### src/rtl/i2s_tx_serializer_if.sv
// ---------------------------------------------------------------------------
// i2s_tx_serializer_if
//   Sample-in / serial-out bundle of the I2S transmit serializer.
//
//   left_in, right_in : signed BITSIZE-bit samples from the mixer
//   lrclk             : word select, 0 = left slot, 1 = right slot
//   sdata             : serial audio data, MSB first
//   sample_strobe     : one-cycle pulse at frame start (samples latched)
//
//   modport master : the serializer (consumes samples, drives the I2S side)
//   modport slave  : the surrounding audio chain / codec side
// ---------------------------------------------------------------------------
interface i2s_tx_serializer_if #(
  parameter int BITSIZE = 16
);
  logic signed [BITSIZE-1:0] left_in;
  logic signed [BITSIZE-1:0] right_in;
  logic                      lrclk;
  logic                      sdata;
  logic                      sample_strobe;

  modport master (
    input  left_in,
    input  right_in,
    output lrclk,
    output sdata,
    output sample_strobe
  );

  modport slave (
    output left_in,
    output right_in,
    input  lrclk,
    input  sdata,
    input  sample_strobe
  );
endinterface

### src/rtl/i2s_tx_serializer.sv
// ---------------------------------------------------------------------------
// i2s_tx_serializer
//   Final stage of the audio chain. Produces a 64-bclk frame (32 per slot),
//   latches the mixer's left/right samples at frame start and shifts them
//   out MSB first. Default timing is standard I2S (data one bclk after the
//   lrclk edge); with I2S_TX_LEFT_JUSTIFIED_EN defined the data starts on the
//   lrclk edge itself (left-justified).
//
//   Ports
//     bclk   : bit clock, every flop on its rising edge
//     reset  : synchronous, active-high; aborts any frame in progress
//     bus    : i2s_tx_serializer_if.master (samples in, lrclk/sdata/strobe out)
//
//   Parameters
//     BITSIZE : sample width, 8..24
//
//   Macro
//     I2S_TX_LEFT_JUSTIFIED_EN : selects left-justified data placement
// ---------------------------------------------------------------------------
module i2s_tx_serializer #(
  parameter int BITSIZE = 16
) (
  input  logic                bclk,
  input  logic                reset,
  i2s_tx_serializer_if.master bus
);

  localparam logic [5:0] LP_BITS = 6'(BITSIZE);

  // Slot position of the first data bit relative to the lrclk edge.
`ifdef I2S_TX_LEFT_JUSTIFIED_EN
  localparam logic [5:0] LP_OFS = 6'd0;
`else
  localparam logic [5:0] LP_OFS = 6'd1;
`endif

  // Frame position and per-channel shadows (index 0 = left, 1 = right).
  logic [5:0]              r_cnt;
  logic [1:0][BITSIZE-1:0] r_shadow;
  logic                    r_lrclk;
  logic                    r_sdata;
  logic                    r_strobe;

  logic [5:0]              w_cnt_nxt;
  logic                    w_frame_start;
  logic [1:0][BITSIZE-1:0] w_shadow_nxt;
  logic                    w_slot;
  logic [5:0]              w_pos;
  logic [5:0]              w_rel;
  logic [BITSIZE-1:0]      w_word;
  logic                    w_in_word;
  logic                    w_bit;

  // Outputs are registered from the *next* position so that, in the cycle
  // where r_cnt == p, the pins already show the values for position p.
  assign w_cnt_nxt     = r_cnt + 6'd1;
  assign w_frame_start = (w_cnt_nxt == 6'd0);

  // The shadow that will be current at the next position. On the 63->0
  // step this is the fresh sample, which the left-justified mode needs at
  // p=0 before the shadow flop has been written.
  assign w_shadow_nxt  = w_frame_start ? {bus.right_in, bus.left_in} : r_shadow;

  assign w_slot  = w_cnt_nxt[5];
  assign w_pos   = {1'b0, w_cnt_nxt[4:0]};

  // Bit position within the word; wraps to a large value before the first
  // data bit, so a single compare covers both ends of the window.
  assign w_rel     = w_pos - LP_OFS;
  assign w_in_word = (w_rel < LP_BITS);
  assign w_word    = w_shadow_nxt[w_slot];

  // MSB-first select: word bit [BITSIZE-1-rel].
  always_comb begin
    w_bit = 1'b0;
    for (int i = 0; i < BITSIZE; i++) begin
      if (w_rel == 6'(BITSIZE - 1 - i)) w_bit = w_word[i];
    end
  end

  always_ff @(posedge bclk) begin
    if (reset) begin
      // cnt parked at 63 so the first released edge lands on frame start.
      r_cnt    <= 6'd63;
      r_shadow <= '0;
      r_lrclk  <= 1'b1;
      r_sdata  <= 1'b0;
      r_strobe <= 1'b0;
    end else begin
      r_cnt    <= w_cnt_nxt;
      r_shadow <= w_shadow_nxt;
      r_lrclk  <= w_slot;
      r_sdata  <= w_in_word & w_bit;
      r_strobe <= w_frame_start;
    end
  end

  assign bus.lrclk         = r_lrclk;
  assign bus.sdata         = r_sdata;
  assign bus.sample_strobe = r_strobe;

endmodule

### src/flat_wrapper.sv
// flat-port wrapper written by rule: the top's interface ports become plain ports
module i2s_tx_serializer_flat 
#(
  parameter int BITSIZE = 16
)
  (bclk, reset, bus_left_in, bus_right_in, bus_lrclk, bus_sdata, bus_sample_strobe);
  i2s_tx_serializer_if #(.BITSIZE(BITSIZE)) bus_i ();
  input  logic bclk;
  input  logic reset;
  input wire logic [$bits(bus_i.left_in)-1:0] bus_left_in;
  input wire logic [$bits(bus_i.right_in)-1:0] bus_right_in;
  output wire logic [$bits(bus_i.lrclk)-1:0] bus_lrclk;
  output wire logic [$bits(bus_i.sdata)-1:0] bus_sdata;
  output wire logic [$bits(bus_i.sample_strobe)-1:0] bus_sample_strobe;
  assign bus_i.left_in = bus_left_in;
  assign bus_i.right_in = bus_right_in;
  assign bus_lrclk = bus_i.lrclk;
  assign bus_sdata = bus_i.sdata;
  assign bus_sample_strobe = bus_i.sample_strobe;
  i2s_tx_serializer #(.BITSIZE(BITSIZE)) u_core (.bclk(bclk), .reset(reset), .bus(bus_i));
endmodule
### config.mk
export PLATFORM = sky130hd
export DESIGN_NAME = i2s_tx_serializer_flat
export DESIGN_NICKNAME = d
export VERILOG_FILES = /design/src/rtl/i2s_tx_serializer_if.sv /design/src/rtl/i2s_tx_serializer.sv /design/src/flat_wrapper.sv
export SDC_FILE = /design/constraint.sdc
export NUM_CORES = 1
export LEC_CHECK = 0
export ABC_AREA = 1
export CORE_MARGIN = 5
export CORE_UTILIZATION = 50
export CTS_CLUSTER_SIZE = 14
export DETAILED_ROUTE_END_ITERATION = 6
export GPL_TIMING_DRIVEN = 1
export MAX_ROUTING_LAYER = met4
export PLACE_DENSITY = 0.76
export SLEW_MARGIN = 25
export SYNTH_ARGS = -nofsm -noshare
export SYNTH_HDL_FRONTEND = slang
export SYNTH_SLANG_ARGS = --single-unit
### constraint.sdc
create_clock -name bclk -period 7.1 [get_ports bclk]
set_input_delay 1.065 -clock bclk [delete_from_list [all_inputs] [get_ports bclk]]
set_output_delay 1.065 -clock bclk [all_outputs]
set_load 0.02 [all_outputs]
# == Yosys cells after proc, flatten, opt, wreduce, memory -nomap -nowiden ==
# Cells that the tools add are included.
# Widths: inputs -> output; s select.
# op_classes
addsub,2
magnitude_cmp,2
n_eq_ne,15
muxes,19
n_bitwise,1
n_reduce_logical,2
# op_table
op,count
$eq 6x4->1 const B,8
$mux 16,2
$mux 32,1
$eq 6x3->1 const B,4
$mux 1,16
$eq 6x2->1 const B,2
$logic_not 6->1,2
$add 6x1->6 const B,1
$eq 6x1->1 const B,1
$lt 6x5->1 const B,1
$sub 5x1->6 const B,1
$lt 1x2->1 const B,1
$and 1x1->1,1
# totals
reg_bits,41
inputBits,34
output_inout_bits,3
elab_cells,47

# == Longest topological paths before layout ==
# depth
word_depth,22
depth_mapped,38
depth_no_buf,38

# == Worst setup path after synthesis ==
# No wires, ideal clock.
# synth_timing
path_type,reg2reg
from,reg u_core.r_cnt[0]
to,reg u_core.r_sdata (netlist: u_core.bus.sdata)
setup_ns,0.066
t_arrival_ns,2.782
required_time_ns,7.034
setup_slack_ns,4.252
stages_incl_launch_ff,38
n_path_buf,0
synth_period_minus_slack_ns,2.848
cell_sequence,dfxtp_1 -> ha_1 -> nand2_4 -> o21ai_2 -> nand2_2 -> nor2_8 -> nand3_4 -> nand2_1 -> nand3_1 -> nand3_1 -> nand3_1 -> nand2_1 -> nand2_1 -> nand2_1 -> nand2_1 -> nand2_1 -> nand2_1 -> nand2_1 -> [2 not listed] -> nand2_1 -> nand2_1 -> nand2_1 -> nand2_1 -> nand2_1 -> nand2_1 -> nand2_1 -> nand2_1 -> nand2_1 -> nand2_1 -> nand2_1 -> nand2_1 -> nand2_1 -> nand2_1 -> nand2_1 -> nand2_1 -> nand2_1 -> a21oi_2
# synth_between
elab_chain_cells,22
elab_cells_between_ends,40
cone_classes,add/sub: 2; order compare: 1; eq/ne: 15; mux: 19; bitwise: 1; reduce/logical: 2
# synth_lines
item,line,rtl
"start, declared",i2s_tx_serializer.sv:38,logic [5:0] r_cnt;
"start signal, assigned",i2s_tx_serializer.sv:90,r_cnt <= w_cnt_nxt;
$add 6x1->6 *,i2s_tx_serializer.sv:56,assign w_cnt_nxt = r_cnt + 6'd1;
branches (longest 20 deep; another with $sub 5x1->6),--,
$and 1x1->1 *,i2s_tx_serializer.sv:93,r_sdata <= w_in_word & w_bit;
"end signal, assigned",i2s_tx_serializer.sv:93,
"end, declared",i2s_tx_serializer.sv:41,logic r_sdata;
# Every way passes the cells marked *. The select of a mux whose other input is x is not followed.
# A chain may end at the register's enable or synchronous reset.

# == Worst setup path in the final report ==
# Same ends and word-level chain as after synthesis.

==> impl_metrics.py <==
metrics = {
    "hold_path": {
        "min_to": "u_core.r_shadow[18]",
        "hp-class": "reg2reg",
        "min-delay-start": "u_core.r_shadow[18]",
        "hold_depth": 2,
    },
    "routing": {
        "drt-vias-per-instance": 4.87,
        "drc_errors": 0,
        "wl_mm": 3.95,
        "wire_per_inst_um": 11.1,
        "drtIter0Drc": 74,
        "ant_nets": 0,
        "dr_total_vias": 1738,
        "first_pass_iters": 4,
    },
    "power": {
        "pwr-share-clk_pct": 25.7,
        "swShare_pct": 33.0,
        "p_per_area_nw_per_um2": 214,
        "p_leak_nw": 1.29,
        "p_sw_uw": 178,
        "seq_power_share_pct": 45.1,
        "internal_power_uw": 361,
        "vdd_ir_drop_max_mv": 0.134,
        "power_uw": 539,
        "combPwrFrac_pct": 29.2,
    },
    "logic_synthesis": {
        "synth.cell_area_um2": 2050,
        "synth_commonest_cells": "49 x nand2_1, 40 x dfxtp_1, 39 x nor2_1, 27 x inv_1, 26 x mux2i_1",
        "async_flop_share_pct": 0,
        "synth_top_area_cell": "dfxtp_1",
        "synth.top_cell.area_share_pct": 39.0,
        "syn-instance-count": 273,
        "ys_ff_latch": 40,
        "yosysSeqAreaShare_pct": 39.0,
        "syn_area_per_cell_um2": 7.53,
        "ys.flop_type": "dfxtp_1",
        "ys_top_cells_by_area": "dfxtp_1 39%, mux2i_1 13%, nand2_1 9.0%, nor2_1 7.1%, nand3_1 5.4%",
        "ys_types": 31,
        "synth-edff-count": 0,
        "yosysMostFrequentCell": "nand2_1",
        "syn-num-nets": 312,
        "synth_warnings": 0,
    },
    "worst_setup_path": {
        "cp_slowest_cell": "dfxtp_1",
        "reg2reg_to": "u_core.bus.sdata",
        "ff2ff_setup_slack_ns": 3.32,
        "end_kind": "flop",
        "path_common_cell": "nand2_1",
        "worstSetupPathType": "reg2reg",
        "slowest_delay_ns": 0.52,
        "crit_path_start_kind": "flop",
        "cp_max_fo": 35,
        "arrival_ns": 4.01,
        "r2r-start": "u_core.r_cnt[0]",
        "cp.required_ns": 7.33,
        "ff2ff_path_depth": 37,
    },
    "global_routing": {
        "grt_max_degree": 36,
        "grtUsageTotal_pct": 16.8,
        "grt_pass1_vias": 1666,
        "antenna_found_initial": 0,
        "grt_first_pass_wirelength_mm": 7.03,
        "overflow": 0,
    },
    "timing": {
        "finalSetupTns_ns": 0,
        "skew_ns": 0.00271,
        "final-hold-violation-count": 0,
        "worst_pin_slew_ns": 0.649,
        "finalMaxSlewViolations": 0,
        "layout_min_cycle_time_ns": 3.78,
        "finalCritPeriodShare_pct": 53.2,
        "slew_headroom_pct": 56.5,
        "worst_slack_ns": 3.32,
        "whs_ns": 0.468,
        "rsz0062_at_grt": "no",
        "max_freq_ghz": 0.265,
        "setup_viol": 0,
    },
    "finish": {
        "drive_above_1_share_pct": 6.84,
        "diodes": 0,
        "nets": 346,
        "fill_cells": 375,
        "area_delta_synth_final_pct": 22.4,
    },
    "floorplan": {
        "rows": 23,
        "ios": 37,
        "die_y_um": 74.1,
        "core_area_um2": 4000,
        "die_area_um2": 5490,
        "start_util_pct": 51.4,
        "die_x_um": 74.1,
    },
    "run_status": {
        "status": "finished, final reports clean",
    },
    "clocking": {
        "post_cts_resized": 0,
        "htree_levels": 2,
        "cts.sinks": 40,
        "hold_buffers": 0,
        "root_buffer": "clkbuf_8",
        "clk_latency_ns": 0.29,
        "numCtsBuffers": 5,
        "clock_path_buffers": 2,
        "clkTransAtPathRegs_ns": 0.07,
        "post_cts_buffers": 0,
        "cts_tree": "yes",
    },
    "placement": {
        "place.gp.congestion": 0.843,
        "port_buffers": 36,
        "pre_cts_ws_ns": 3.33,
        "dpl.hpwl_mm": 2.89,
    },
    "flow_run": {
        "cap_violations": 0,
    },
}
state kept, by name (all words and copies together), names as in the netlist:
name / count
u_core.r_shadow: 32
u_core.r_cnt: 5
u_core.bus.lrclk: 1
u_core.bus.sample_strobe: 1
u_core.bus.sdata: 1
worst max-delay path by stage:
stage                    startpoint  depth (start not counted)               end
CTS                 u_core.r_cnt[0]                         37  u_core.bus.sdata
finish              u_core.r_cnt[0]                         37  u_core.bus.sdata
global route        u_core.r_cnt[0]                         37  u_core.bus.sdata
detailed placement  u_core.r_cnt[0]                         37  u_core.bus.sdata
global placement    u_core.r_cnt[0]                         37  u_core.bus.sdata
floorplan           u_core.r_cnt[0]                         37  u_core.bus.sdata
kinds of logic after synthesis:
logic type,share of synthesized area (%)
xor gates and xnor gates,0.426
and+or+nand+nor,28.2
buffers and inverters,7.86
DFF,39.0
AOI/OAI and AO/OA,8.83
adders and majority gates,3.05
muxes,12.7
routing by layer:
| metal | vias up | GRT usage [%] | routed length (um) |
|---|---|---|---|
| met1 | 760 | 18.8 | 1850 |
| met4 | 0 | 6.24 | 65 |
| li1 | 946 | - | - |
| met5 | - | - | 0 |
| met3 | 7 | 4.19 | 177 |
| met2 | 25 | 28.7 | 1860 |
placed cells by master, fill, tap and decap left out, types with 2 or more instances in the layout:
cell and count:
dfxtp_1 40, inv_2 2, clkbuf_8 5, inv_1 27, nor3_1 3, a21oi_1 12, nand3_1 22, o21ai_0 14
nand2_2 4, ha_1 5, mux2i_1 26, nand4_1 5, nand2_1 49, nor2_1 39, nor2_2 2, clkdlybuf4s50_1 36
metrics by stage:
step	cells	cell area (um^2)	utilization, %
after global routing	357	2510	62.8
after floorplan	273	2050	-
after detailed placement	350	2440	60.9
after CTS	357	2510	62.8
final	357	2510	62.8
after global placement	350	2440	60.9
power by group through the flow:
stage | registers (mW) | logic, mW | clock network [mW]
floorplan | 0.247 | 0.115 | 0
global placement | 0.248 | 0.154 | 0
detailed placement | 0.248 | 0.156 | 0
CTS | 0.243 | 0.158 | 0.145
global route | 0.244 | 0.180 | 0.156
finish | 0.243 | 0.157 | 0.139
critical path, delay by kind of cell (launching register included):
family / cells / cell delay (ns)
AND/OR/NAND/NOR: 34 / 2.67
flip-flops: 1 / 0.52
AO/OA/AOI/OAI: 2 / 0.26
adder cells (fa/ha/maj): 1 / 0.29
area by class of cell:
cell class                      count  area [um^2]  area share [%]
Multi-Input combinational cell    193         1090            43.5
Inverter                           30          113            4.48
Sequential cell                    40          801            31.9
Tap cell                           50         62.6            2.49
Timing Repair Buffer               37          368            14.6
Clock inverter                      1         5.00           0.199
Clock buffer                        6         72.6            2.89
Power figures use the tool's default switching activity.
